## config.mk

```make
export PLATFORM = sky130hd
export DESIGN_NAME = pe_mac_param_flat
export DESIGN_NICKNAME = d
export VERILOG_FILES = /design/src/rtl/pe_mac_param_if.sv /design/src/rtl/pe_mac_param.sv /design/src/flat_wrapper.sv
export SDC_FILE = /design/constraint.sdc
export NUM_CORES = 1
export LEC_CHECK = 0
export ABC_AREA = 1
export BUFFER_PORTS_ARGS = -buffer_cell sky130_fd_sc_hd__buf_2
export CAP_MARGIN = 20
export CELL_PAD_IN_SITES_DETAIL_PLACEMENT = 2
export CELL_PAD_IN_SITES_GLOBAL_PLACEMENT = 2
export CORE_MARGIN = 3
export CORE_UTILIZATION = 37
export CTS_CLUSTER_SIZE = 25
export DETAILED_ROUTE_END_ITERATION = 12
export HOLD_SLACK_MARGIN = 0.03
export PLACE_DENSITY = 0.84
export SLEW_MARGIN = 20
export SYNTH_ARGS = -nofsm -noshare
export SYNTH_HDL_FRONTEND = slang
export SYNTH_SLANG_ARGS = --single-unit
```

## constraint.sdc

```tcl
create_clock -name clk -period 11.95 [get_ports clk]
set_clock_uncertainty 0.2 [all_clocks]
set_input_delay 0.5975 -clock clk [delete_from_list [all_inputs] [get_ports clk]]
set_output_delay 0.5975 -clock clk [all_outputs]
set_load 0.02 [all_outputs]
```

## src/rtl/pe_mac_param_if.sv

```systemverilog
//------------------------------------------------------------------------------
// pe_mac_param_if
//
// Purpose : Bundles the operand handshake and the result/forwarding signals
//           of one systolic MAC processing element. clk and rst are not part
//           of the bundle; they stay plain ports on the PE.
//
// Parameters
//   DATA_W   operand width (row/col data)
//   ACC_W    accumulator width
//
// Signals
//   in_valid   operand pair (row_in, col_in, clear_acc) valid this cycle
//   in_ready   PE can accept an operand pair this cycle
//   clear_acc  restart accumulation from the accepted product
//   row_in     operand A from the left neighbour
//   col_in     operand B from the upper neighbour
//   row_out    registered A forwarded to the right neighbour
//   col_out    registered B forwarded to the lower neighbour
//   fwd_valid  one-cycle pulse: row_out/col_out updated
//   acc_out    current accumulated sum
//   done_pe    one-cycle pulse: acc_out updated
//   ovf        sticky saturation flag
//
// Modports
//   master  : the side that supplies operands and observes results
//   slave   : the processing element itself
//------------------------------------------------------------------------------
interface pe_mac_param_if #(
   parameter int DATA_W = 8,
   parameter int ACC_W  = 20
);
   logic              in_valid;
   logic              in_ready;
   logic              clear_acc;
   logic [DATA_W-1:0] row_in;
   logic [DATA_W-1:0] col_in;
   logic [DATA_W-1:0] row_out;
   logic [DATA_W-1:0] col_out;
   logic              fwd_valid;
   logic [ACC_W-1:0]  acc_out;
   logic              done_pe;
   logic              ovf;

   modport master (
      output in_valid, clear_acc, row_in, col_in,
      input  in_ready, row_out, col_out, fwd_valid, acc_out, done_pe, ovf
   );

   modport slave (
      input  in_valid, clear_acc, row_in, col_in,
      output in_ready, row_out, col_out, fwd_valid, acc_out, done_pe, ovf
   );
endinterface

```

## src/rtl/pe_mac_param.sv

```systemverilog
//------------------------------------------------------------------------------
// pe_mac_param
//
// Purpose : Parameterised multiply-accumulate processing element for a
//           systolic array. Accepts one (row, col) operand pair through a
//           valid/ready handshake, multiplies it over MUL_LAT cycles, then
//           adds the product into a saturating accumulator (or restarts the
//           accumulator when clear_acc was set) and forwards the operands to
//           the right/lower neighbours.
//
// Parameters
//   DATA_W   operand width                         (default 8)
//   ACC_W    accumulator width, >= 2*DATA_W         (default 20)
//   MUL_LAT  multiply latency in cycles, 1..15      (default 2)
//   SIGNED   0 = unsigned, 1 = two's complement     (default 0)
//
// Ports
//   clk      clock, all state updates on the rising edge
//   rst      synchronous active-high reset
//   bus      pe_mac_param_if.slave (handshake, operands, results)
//
// Timing
//   Pair accepted at edge k  -> MUL for MUL_LAT edges, ACC for one edge,
//   results and done_pe/fwd_valid visible after edge k+MUL_LAT+1, next pair
//   accepted no earlier than edge k+MUL_LAT+2.
//------------------------------------------------------------------------------
module pe_mac_param #(
   parameter int DATA_W  = 8,
   parameter int ACC_W   = 20,
   parameter int MUL_LAT = 2,
   parameter int SIGNED  = 0
) (
   input  logic           clk,
   input  logic           rst,
   pe_mac_param_if.slave  bus
);

   localparam int PROD_W = 2 * DATA_W;
   localparam int CNT_W  = 4;

   typedef enum logic [1:0] {
      IDLE = 2'd0,
      MUL  = 2'd1,
      ACC  = 2'd2
   } state_t;

   state_t              state_reg;
   logic [CNT_W-1:0]    cnt_reg;
   logic [DATA_W-1:0]   a_reg;
   logic [DATA_W-1:0]   b_reg;
   logic                clr_reg;
   logic [PROD_W-1:0]   prod_reg;
   logic [ACC_W-1:0]    acc_reg;
   logic [DATA_W-1:0]   row_reg;
   logic [DATA_W-1:0]   col_reg;
   logic                done_reg;
   logic                fwd_reg;
   logic                ovf_reg;
   logic                ready_reg;

   logic [PROD_W-1:0]   a_ext;
   logic [PROD_W-1:0]   b_ext;
   logic [PROD_W-1:0]   prod_next;
   logic [ACC_W-1:0]    prod_ext;
   logic [ACC_W:0]      sum_wide;
   logic                sat_hit;
   logic [ACC_W-1:0]    sat_val;
   logic [ACC_W-1:0]    acc_next;
   logic                ovf_next;

   //---------------------------------------------------------------------------
   // Signedness-dependent arithmetic. Operands are widened to the full product
   // width before multiplying, so a plain unsigned multiply yields the correct
   // low PROD_W bits for both interpretations.
   //---------------------------------------------------------------------------
   generate
      if (SIGNED != 0) begin : g_signed
         assign a_ext    = {{DATA_W{a_reg[DATA_W-1]}}, a_reg};
         assign b_ext    = {{DATA_W{b_reg[DATA_W-1]}}, b_reg};
         assign prod_ext = ACC_W'($signed(prod_reg));
         // One guard bit: overflow when the guard and the sign disagree.
         assign sum_wide = {acc_reg[ACC_W-1], acc_reg} + {prod_ext[ACC_W-1], prod_ext};
         assign sat_hit  = sum_wide[ACC_W] ^ sum_wide[ACC_W-1];
         // Guard bit carries the true sign: negative clamps to min, else max.
         assign sat_val  = sum_wide[ACC_W] ? {1'b1, {(ACC_W-1){1'b0}}}
                                           : {1'b0, {(ACC_W-1){1'b1}}};
      end else begin : g_unsigned
         assign a_ext    = {{DATA_W{1'b0}}, a_reg};
         assign b_ext    = {{DATA_W{1'b0}}, b_reg};
         assign prod_ext = ACC_W'(prod_reg);
         assign sum_wide = {1'b0, acc_reg} + {1'b0, prod_ext};
         assign sat_hit  = sum_wide[ACC_W];
         assign sat_val  = {ACC_W{1'b1}};
      end
   endgenerate

   assign prod_next = a_ext * b_ext;

   //---------------------------------------------------------------------------
   // Accumulator update value. A clear restarts from the product and drops the
   // sticky flag; the product always fits because ACC_W >= 2*DATA_W.
   //---------------------------------------------------------------------------
   always_comb begin
      acc_next = prod_ext;
      ovf_next = 1'b0;
      if (!clr_reg) begin
         acc_next = sum_wide[ACC_W-1:0];
         ovf_next = ovf_reg;
         if (sat_hit) begin
            acc_next = sat_val;
            ovf_next = 1'b1;
         end
      end
   end

   //---------------------------------------------------------------------------
   // Control FSM with registered outputs. in_ready is kept as its own register
   // that is high exactly while the FSM sits in IDLE.
   //---------------------------------------------------------------------------
   always_ff @(posedge clk) begin
      if (rst) begin
         state_reg <= IDLE;
         cnt_reg   <= '0;
         a_reg     <= '0;
         b_reg     <= '0;
         clr_reg   <= 1'b0;
         prod_reg  <= '0;
         acc_reg   <= '0;
         row_reg   <= '0;
         col_reg   <= '0;
         done_reg  <= 1'b0;
         fwd_reg   <= 1'b0;
         ovf_reg   <= 1'b0;
         ready_reg <= 1'b1;
      end else begin
         done_reg <= 1'b0;
         fwd_reg  <= 1'b0;
         case (state_reg)
            IDLE: begin
               if (bus.in_valid && ready_reg) begin
                  a_reg     <= bus.row_in;
                  b_reg     <= bus.col_in;
                  clr_reg   <= bus.clear_acc;
                  cnt_reg   <= CNT_W'(MUL_LAT - 1);
                  ready_reg <= 1'b0;
                  state_reg <= MUL;
               end
            end
            MUL: begin
               // Latched operands are stable here, so the product register
               // settles on the first MUL cycle and simply holds afterwards.
               prod_reg <= prod_next;
               if (cnt_reg == '0) begin
                  state_reg <= ACC;
               end else begin
                  cnt_reg <= cnt_reg - 1'b1;
               end
            end
            ACC: begin
               acc_reg   <= acc_next;
               ovf_reg   <= ovf_next;
               row_reg   <= a_reg;
               col_reg   <= b_reg;
               done_reg  <= 1'b1;
               fwd_reg   <= 1'b1;
               ready_reg <= 1'b1;
               state_reg <= IDLE;
            end
            default: begin
               ready_reg <= 1'b1;
               state_reg <= IDLE;
            end
         endcase
      end
   end

   assign bus.in_ready  = ready_reg;
   assign bus.row_out   = row_reg;
   assign bus.col_out   = col_reg;
   assign bus.fwd_valid = fwd_reg;
   assign bus.acc_out   = acc_reg;
   assign bus.done_pe   = done_reg;
   assign bus.ovf       = ovf_reg;

endmodule

```

## src/flat_wrapper.sv

```systemverilog
// flat-port wrapper written by rule: the top's interface ports become plain ports
module pe_mac_param_flat 
#(
   parameter int DATA_W  = 8,
   parameter int ACC_W   = 20,
   parameter int MUL_LAT = 2,
   parameter int SIGNED  = 0
)
  (clk, rst, bus_in_valid, bus_clear_acc, bus_row_in, bus_col_in, bus_in_ready, bus_row_out, bus_col_out, bus_fwd_valid, bus_acc_out, bus_done_pe, bus_ovf);
  pe_mac_param_if #(.DATA_W(DATA_W), .ACC_W(ACC_W)) bus_i ();
  input  logic clk;
  input  logic rst;
  input wire logic [$bits(bus_i.in_valid)-1:0] bus_in_valid;
  input wire logic [$bits(bus_i.clear_acc)-1:0] bus_clear_acc;
  input wire logic [$bits(bus_i.row_in)-1:0] bus_row_in;
  input wire logic [$bits(bus_i.col_in)-1:0] bus_col_in;
  output wire logic [$bits(bus_i.in_ready)-1:0] bus_in_ready;
  output wire logic [$bits(bus_i.row_out)-1:0] bus_row_out;
  output wire logic [$bits(bus_i.col_out)-1:0] bus_col_out;
  output wire logic [$bits(bus_i.fwd_valid)-1:0] bus_fwd_valid;
  output wire logic [$bits(bus_i.acc_out)-1:0] bus_acc_out;
  output wire logic [$bits(bus_i.done_pe)-1:0] bus_done_pe;
  output wire logic [$bits(bus_i.ovf)-1:0] bus_ovf;
  assign bus_i.in_valid = bus_in_valid;
  assign bus_i.clear_acc = bus_clear_acc;
  assign bus_i.row_in = bus_row_in;
  assign bus_i.col_in = bus_col_in;
  assign bus_in_ready = bus_i.in_ready;
  assign bus_row_out = bus_i.row_out;
  assign bus_col_out = bus_i.col_out;
  assign bus_fwd_valid = bus_i.fwd_valid;
  assign bus_acc_out = bus_i.acc_out;
  assign bus_done_pe = bus_i.done_pe;
  assign bus_ovf = bus_i.ovf;
  pe_mac_param #(.DATA_W(DATA_W), .ACC_W(ACC_W), .MUL_LAT(MUL_LAT), .SIGNED(SIGNED)) u_core (.clk(clk), .rst(rst), .bus(bus_i));
endmodule
```

After elaboration in Yosys (flattened, before gate mapping):

Cells that the tools add are included.

* $add $sub $neg: 2
* bitwise logic cells: 1
* eq/ne operators: 5
* $mul: 1
* mux-type cells: 13
* reduce and logical (&&, ||, !) cells: 10

Operator list (number)
* 20-bit 2-to-1 mux: 2
* 20-bit by 16-bit adder with 21-bit output: 1
* 8-bit by 8-bit multiplier with 16-bit output: 1
* 4-bit 2-to-1 mux: 2
* 4-bit one-hot mux with 2 select lines: 1
* 2-bit AND reduction: 4
* 4-bit logical NOT: 1
* 1-bit 2-to-1 mux: 4
* 2-bit 2-to-1 mux: 2
* 2-bit by 1-bit inequality test with 1-bit output, second input constant: 2
* 2-bit one-hot mux with 2 select lines: 1
* 2-bit nonzero test: 2
* 4-bit by 1-bit subtractor with 4-bit output, second input constant: 1
* 3-bit AND reduction: 1
* 2-bit by 1-bit equality test with 1-bit output, second input constant: 1
* 2-bit equality test, second input constant: 1
* 2-bit logical NOT: 1
* 2-bit inequality test, second input constant: 1
* 1-bit one-hot mux with 2 select lines: 1
* 1-bit logical AND: 1
* 1-bit NOT: 1

* flip-flop bits (word level): 78
* logic and storage cells: 44
* input port bits: 20
* output and inout bits: 40

Longest topological paths before layout:

Gate-level depths: netlist of the first run.

* word-level depth: 3
* gate-level depth with buffers: 21
* gate-level depth less buffers: 20

Worst setup path before layout of the first run:

OpenSTA, ideal clock, no wires.

* kind: reg-to-reg
* start: reg u_core.a_reg[0]
* end: reg u_core.prod_reg[11]
* slack: 7.608 ns
* setup time: 0.115 ns
* period minus slack after synthesis: 4.342 ns
* data required time: 11.635 ns
* arrival time: 4.026 ns
* path buffers: 1
* cell stages (with the launch flop): 18
* cells stage by stage: dfxtp_1 -> clkbuf_1 -> nand2_1 -> fa_1 -> fa_1 -> inv_1 -> fa_1 -> inv_1 -> fa_1 -> inv_1 -> ha_1 -> nand2_1 -> o21ai_0 -> nor2_1 -> o21ai_0 -> xor2_1 -> o21ai_0 -> inv_1

* longest elaborated chain between the ends: 1

Ends and longest elaborated chain
* from (decl): RTL line pe_mac_param.sv:49 `logic [DATA_W-1:0] a_reg;`
* from (signal assigned): RTL line pe_mac_param.sv:141 `a_reg <= bus.row_in;`
* 8-bit by 8-bit multiplier with 16-bit output: RTL line pe_mac_param.sv:97 `assign prod_next = a_ext * b_ext;`
* to (signal assigned): RTL line pe_mac_param.sv:152 `prod_reg <= prod_next;`
* to (decl): RTL line pe_mac_param.sv:52 `logic [PROD_W-1:0] prod_reg;`

No other way between the ends.
A chain may end at the register's enable or synchronous reset.

Worst setup path after layout of the first run:

* start: reg u_core.b_reg[7]
* end: reg u_core.prod_reg[11]

* longest elaborated chain between the ends: 1

Ends and longest elaborated chain
* from (decl): RTL line pe_mac_param.sv:50 `logic [DATA_W-1:0] b_reg;`
* from (signal assigned): RTL line pe_mac_param.sv:142 `b_reg <= bus.col_in;`
* 8-bit by 8-bit multiplier with 16-bit output: RTL line pe_mac_param.sv:97

No other way between the ends.

==> reports/metrics.yaml, run 1 <==
power_density_nw_per_um2: 117
syn_nets: 1063
cts_resized: 0
synthArstFlopShare: 0
synth_top_family_by_area: "simple AND/OR/NAND/NOR gates"
num-fill-cells: 2066
crit_family: "adder cells"
slew_headroom: 0.445
synth_area_per_cell_sq_um: 6.77
cts.hold.buffers_added: 0
finalWirelength_um: 24000
tns_ns: 0
max_cap_violations: 0
grt_max_degree: 54
synthFlopType: "dfxtp_1"
crit_fanout: 10
io_buffers: 59
num_vias: 6259
overflow: 0
whs_path_depth: 2
initial_utilization: 0.383
drtPass1Iterations: 4
syn_area_sq_um: 6450
synth_seq_cells: 78
synth_compound_gate_area_share: 0.130
min_from: "u_core.bus.acc_out[3]"
crit_chain: "nand2_1 -> fa_1 -> fa_1 -> inv_1 -> fa_1 -> inv_1 -> fa_1 -> inv_1 -> ha_1 -> nand2_1 -> o21ai_0 -> nor2_1 -> o21ai_0 -> xor2_1 -> o21ai_0 -> inv_1"
status: "completed"
startpoint_type: "flip-flop"
dpl.hpwl_um: 17700
drive_gt1_frac: 0.111
synth_seq_area_share: 0.242
fmax_ghz: 0.204
diodes: 0
clk_latency_ns: 0.36
yosysTopAreaCell: "dfxtp_1"
cts_tree: "yes"
antenna_found_initial: 0
synth_edf_count: 0
slew_viol_final: 0
wl_per_cell_um: 19.8
slowest_delay_ns: 0.58
synthMuxAreaShare: 0
largest_reg_flops: 20
finalCritPeriodShare: 0.411
synth_warnings: 0
r2r_end: "u_core.prod_reg[11]"
syn_inst: 952
drt_iter0_drc: 192
synth.distinct_cells: 34
synth_top_area_share: 0.242
design.die.area_sq_um: 19000
cts_buffers: 9
p_leak_uw: 0.00410
crit_required_ns: 12.00
multi_input_area_sq_um: 4070
seq_area_sq_um: 1560
ant_nets: 0
setup_viol: 0
cts.sinks: 78
via_per_inst: 5.16
placedCellCount: 1195
io-pin-count: 60
layout.nets: 1098
yosys.area_share.simple: 0.256
postCtsSetupBuffers: 0
hold_violations: 0
clockRootBuffer: "clkbuf_16"
reg2regPathDepth: 16
grt_usage: 0.256
area_growth_pct: 11.3
peakVddDrop_mv: 0.0714
path_clk_slew_ns: 0.07
worst_pin_slew_ns: 0.830
slowest_stage: "dfxtp_1"
worstSetupPathType: "reg -> reg"
grt_pass1_wl_um: 39200
fp.dieW_um: 138
yosys-top-cells-area: "dfxtp_1, nand2_1, fa_1"
critPathBufInv: 4
synth_xor_area_frac: 0.0244
finalCriticalPeriod_ns: 4.91
rows: 47
h-tree-depth: 3
timing.rr.start: "u_core.b_reg[7]"
clk_path_buf_depth: 2
coreArea_sq_um: 16800
grt_pass1_vias: 7076
rsz0062_at_grt: "no"
synth_adder_area_share: 0.220
hold_ws_ns: 0.300
drc_errors: 0
finalNonFillerCells: 1212
whs_endpoint: "u_core.bus.acc_out[3]"
place_congestion: 0.861
arrival_ns: 4.95
critPathCaptureType: "flip-flop"
r2r_setup_slack_ns: 7.04
hp-class: "reg -> reg"
fp.dieH_um: 138
power breakdown:
part	leakage, uW	total (uW)	switching, uW	internal, uW
registers	0.000636	324	39.5	284
logic	0.00332	239	159	80.5
clock network	0.000139	276	128	148
total	0.00410	839	326	513
per-layer routing:
layer / GRT usage / share of wire
met1: 0.295 / 0.41
met2: 0.501 / 0.55
met3: 0.0287 / 0.020
met4: 0.0608 / 0.017
met5: 0 / 0
kinds of logic (layout without fill, tap and decap cells):
| group | Yosys count | after routing |
|---|---|---|
| simple gates | 406 | 406 |
| buf+inv | 213 | 253 |
| compound gates | 146 | 146 |
| fa+ha+maj | 91 | 91 |
| flops | 78 | 78 |
| xor+xnor | 18 | 18 |
layout make-up:
cell class              count  share of cell area
clock buffers              10              0.0333
clock inverters             6             0.00610
inverters                 174              0.0910
multi-input cells         661               0.567
flip-flops and latches     78               0.218
well taps                 220              0.0384
repair buffers             63              0.0471
worst register-to-register path: cells and delay by family (launching register included):
kind / cells / cell delay, ns
buffers and inverters: 4 / 0.24
adder cells (fa/ha/maj): 5 / 2.57
XOR/XNOR: 1 / 0.09
AND/OR/NAND/NOR: 3 / 0.45
AO/OA/AOI/OAI: 3 / 0.66
flip-flops: 1 / 0.58
placed cells by master (no fill, tap or decap), types with 2 or more instances in the layout:
| cell type | instances |
|---|---|
| clkinv_2 | 2 |
| xnor2_1 | 4 |
| nand2_1 | 225 |
| nor3_1 | 10 |
| inv_1 | 170 |
| buf_4 | 3 |
| o21ai_0 | 67 |
| o21ai_2 | 9 |
| a31oi_1 | 2 |
| nand3_1 | 33 |
| nand3b_1 | 5 |
| inv_2 | 3 |
| o21bai_1 | 3 |
| a21oi_2 | 11 |
| a21oi_1 | 48 |
| and2_1 | 3 |
| nand4_1 | 6 |
| fa_1 | 37 |
| buf_2 | 59 |
| o211ai_1 | 2 |
| nor2_1 | 117 |
| ha_1 | 54 |
| nor2_2 | 3 |
| inv_6 | 2 |
| dfxtp_1 | 78 |
| xor2_1 | 14 |
| nand2_2 | 2 |
| clkbuf_16 | 9 |
synthesized netlist by cell type, drive strengths merged (2+ instances only):
library cell and count:
ha 54, o21ai 76, xor2 14, a31oi 2
nor2 120, inv 173, buf 3, nand3b 5
clkbuf 36, nor3 10, a21oi 59, nand4 7
fa 37, and2 3, dfxtp 78, nand2 227
xnor2 4, o21bai 4, o211ai 2, nand3 33
worst max-delay path by stage:
stage	from	to	slack [ns]	cells after the start
floorplan	u_core.a_reg[0]	u_core.prod_reg[11]	7.61	17
global placement	u_core.b_reg[7]	u_core.prod_reg[11]	7.48	16
global route	u_core.b_reg[7]	u_core.prod_reg[11]	6.72	16
detailed placement	u_core.b_reg[7]	u_core.prod_reg[11]	7.14	16
CTS	u_core.b_reg[7]	u_core.prod_reg[11]	7.05	16
finish	u_core.b_reg[7]	u_core.prod_reg[11]	7.04	16
metrics by stage:
stage	worst slack, ns	instance area (sq um)	total power (uW)	util
final	7.04	7180	839	0.427
after global routing	6.72	7180	890	0.427
after CTS	7.05	7160	847	0.426
after detailed placement	7.14	6870	556	0.409
after global placement	7.48	6870	539	0.409
after floorplan	7.61	6450	480	-
Power figures use the tool's default switching activity.
==> run 2: changes to the inputs <==
--- a/config.mk
+++ b/config.mk
@@ -11,11 +11,11 @@
 export CELL_PAD_IN_SITES_DETAIL_PLACEMENT = 2
 export CELL_PAD_IN_SITES_GLOBAL_PLACEMENT = 2
 export CORE_MARGIN = 3
-export CORE_UTILIZATION = 37
+export CORE_UTILIZATION = 31
 export CTS_CLUSTER_SIZE = 25
 export DETAILED_ROUTE_END_ITERATION = 12
 export HOLD_SLACK_MARGIN = 0.03
-export PLACE_DENSITY = 0.84
+export PLACE_DENSITY = 0.75
 export SLEW_MARGIN = 20
 export SYNTH_ARGS = -nofsm -noshare
 export SYNTH_HDL_FRONTEND = slang
==> constraint.sdc (replaced) <==
create_clock -name clk -period 4.05 [get_ports clk]
set_clock_uncertainty 0.2 [all_clocks]
set_input_delay 0.2025 -clock clk [delete_from_list [all_inputs] [get_ports clk]]
set_output_delay 0.2025 -clock clk [all_outputs]
set_load 0.02 [all_outputs]
==> run 2 against run 1 <==
  * The run now ends with setup timing left
  * Global-route usage decreased by 2.5 points
  * Setup slack got worse by 7.3 ns
  * Via count is 5.1% higher
  * Fmax rose by 13%
  * Combinational power increased to 4.2 times the previous value
  * First-iteration DRC count grew 30%
  * Power rose to 3.3 times the previous value
  * Non-clock buffer count rose by 69
  * Clock-buffer cell count down 1
  * Critical path type unchanged
  * Critical endpoint unchanged
==> reports/metrics.yaml, run 2 (synthesized netlist as in run 1, its figures left out) <==
wl_per_cell_um: 20.0  # was 19.8 um
r2r_setup_slack_ns: -0.28  # was 7.04 ns
fin_ws_ns: -0.278  # was 7.04 ns
slew_viol_final: 0  # unchanged
mostFrequentLayoutCells: "nand2_1, inv_1, nor2_1, dfxtp_1, buf_2"  # was nand2_1, inv_1, nor2_1, dfxtp_1, o21ai_0
startpoint_type: "flip-flop"  # unchanged
grt_usage: 0.231  # was 0.256
path_clk_slew_ns: 0.08  # was 0.07 ns
finalCritPeriodShare: 1.07  # was 0.411
design.die.area_sq_um: 22600  # was 19,000 sq um
via_per_inst: 4.94  # was 5.16
stdcell_area_sq_um: 8210  # was 7180 sq um
multi_input_area_sq_um: 4430  # was 4070 sq um
largest_reg_flops: 20  # unchanged
max_cap_violations: 0  # unchanged
grt_max_degree: 54  # unchanged
grt_pass1_vias: 7344  # was 7,076
worstSetupPathType: "reg -> reg"  # unchanged
area_growth_pct: 27.3  # was 11.3%
fp.dieW_um: 150  # was 138 um
peakVddDrop_mv: 0.174  # was 0.0714 mV
h-tree-depth: 3  # unchanged
finalCriticalPeriod_ns: 4.33  # was 4.91 ns
clk_latency_ns: 0.37  # was 0.36 ns
drt_iter0_drc: 250  # was 192
status: "finished with violations"  # was completed
setup_viol: 8  # was 0
r2r_end: "u_core.prod_reg[11]"  # unchanged
whs_endpoint: "u_core.state_reg[0]"  # was u_core.bus.acc_out[3]
finalNonFillerCells: 1332  # was 1,212
hp-class: "in -> reg"  # was reg -> reg
worst_pin_slew_ns: 1.07  # was 0.830 ns
min_from: "rst"  # was u_core.bus.acc_out[3]
ant_nets: 0  # unchanged
num_vias: 6578  # was 6,259
seq_area_sq_um: 1600  # was 1560 sq um
arrival_ns: 4.43  # was 4.95 ns
fp.dieH_um: 150  # was 138 um
antenna_found_initial: 1  # was 0
power_density_nw_per_um2: 338  # was 117 nW/um^2
cts_tree: "yes"  # unchanged
dpl.hpwl_um: 17500  # was 17,700 um
cts_buffers: 9  # unchanged
place_congestion: 0.831  # was 0.861
whs_path_depth: 2  # unchanged
drc_errors: 0  # unchanged
final_common_cell: "nand2_1"  # unchanged
num-fill-cells: 2399  # was 2,066
clockRootBuffer: "clkbuf_16"  # unchanged
p_leak_uw: 0.00448  # was 0.00410 uW
overflow: 0  # unchanged
grt_pass1_wl_um: 40100  # was 39,200 um
layout.nets: 1167  # was 1,098
crit_required_ns: 4.16  # was 12.00 ns
placed_cell_area_sq_um: 7320  # was 6870 sq um
critPathCaptureType: "flip-flop"  # unchanged
io_buffers: 59  # unchanged
reg2regPathDepth: 16  # unchanged
rsz0062_at_grt: "yes"  # was no
clk_path_buf_depth: 2  # unchanged
total_power_uw: 2780  # was 839 uW
cts.sinks: 78  # unchanged
finalWirelength_um: 26600  # was 24,000 um
placedCellCount: 1293  # was 1,195
crit_fanout: 4  # was 10
fmax_ghz: 0.231  # was 0.204 GHz
io-pin-count: 60  # unchanged
timing.rr.start: "u_core.b_reg[7]"  # unchanged
drive_gt1_frac: 0.234  # was 0.111
violations: "setup timing"
rows: 52  # was 47
coreArea_sq_um: 20400  # was 16,800 sq um
slew_headroom: 0.288  # was 0.445
initial_utilization: 0.317  # was 0.383
drtPass1Iterations: 4  # unchanged
hold_violations: 0  # unchanged
## run 2: through the flow
stage / hold WS (ns) / TNS [ns] / worst slack [ns] / util
2_1_floorplan: 0.169 / 0 / 0.00154 / -
3_3_place_gp: 0.268 / -1.37 / -0.348 / 0.360
3_5_place_dp: 0.281 / -2.19 / -0.401 / 0.360
4_1_cts: 0.219 / -0.00313 / -0.00313 / 0.394
5_1_grt: 0.249 / -2.65 / -0.378 / 0.403
6_report: 0.209 / -1.51 / -0.278 / 0.403
## run 2: timing repair
item	4_1_cts	5_1_grt
gates resized for setup	71	48
endpoints found under the hold margin	17	0
endpoints found under the setup margin	10	10
buffers inserted	2	3
cloned	0	0
pin swaps	23	35
hold buffers	17	0
## run 2: power by group
part           switching (uW)  internal (uW)  total (uW)
Clock                     405            424         829
Combinational             617            395        1010
Sequential               89.7            844         934
Total                    1110           1660        2780
## run 2: final cells by class
class / instances / area share
multi-input cells: 661 / 0.540
flip-flops and latches: 78 / 0.195
repair buffers: 132 / 0.110
inverters: 174 / 0.0796
well taps: 270 / 0.0412
clock buffers: 9 / 0.0274
clock inverters: 7 / 0.00686
diodes: 1 / 0.000305
## run 2: worst max path at each step
stage	startpoint	to	slack, ns	cells after the start
floorplan	u_core.a_reg[1]	u_core.prod_reg[11]	0.002	17
global placement	u_core.b_reg[3]	u_core.prod_reg[11]	-0.35	16
detailed placement	u_core.a_reg[2]	u_core.prod_reg[11]	-0.40	16
CTS	u_core.a_reg[1]	u_core.prod_reg[11]	-0.003	16
global route	u_core.b_reg[7]	u_core.prod_reg[14]	-0.38	17
finish	u_core.b_reg[7]	u_core.prod_reg[11]	-0.28	16
## run 2: worst max-delay path, stage by stage (launching register included)
cell and delay [ns]:
dfxtp_4 0.41, nand2_1 0.13, fa_1 0.51, fa_1 0.55
inv_2 0.06, fa_1 0.57, inv_2 0.06, fa_1 0.51
inv_2 0.05, ha_4 0.32, nand2_8 0.08, o21ai_4 0.21
nor2_4 0.08, o21ai_2 0.19, xor2_2 0.19, o21ai_1 0.07
inv_1 0.06
## run 2: layer usage
| layer | vias to the layer above | GRT usage | routed length (um) |
|---|---|---|---|
| met5 | - | 0 | 0 |
| met4 | 0 | 0.0718 | 841 |
| met3 | 54 | 0.0355 | 594 |
| met2 | 112 | 0.446 | 14400 |
| met1 | 3265 | 0.258 | 10800 |
| li1 | 3147 | - | - |
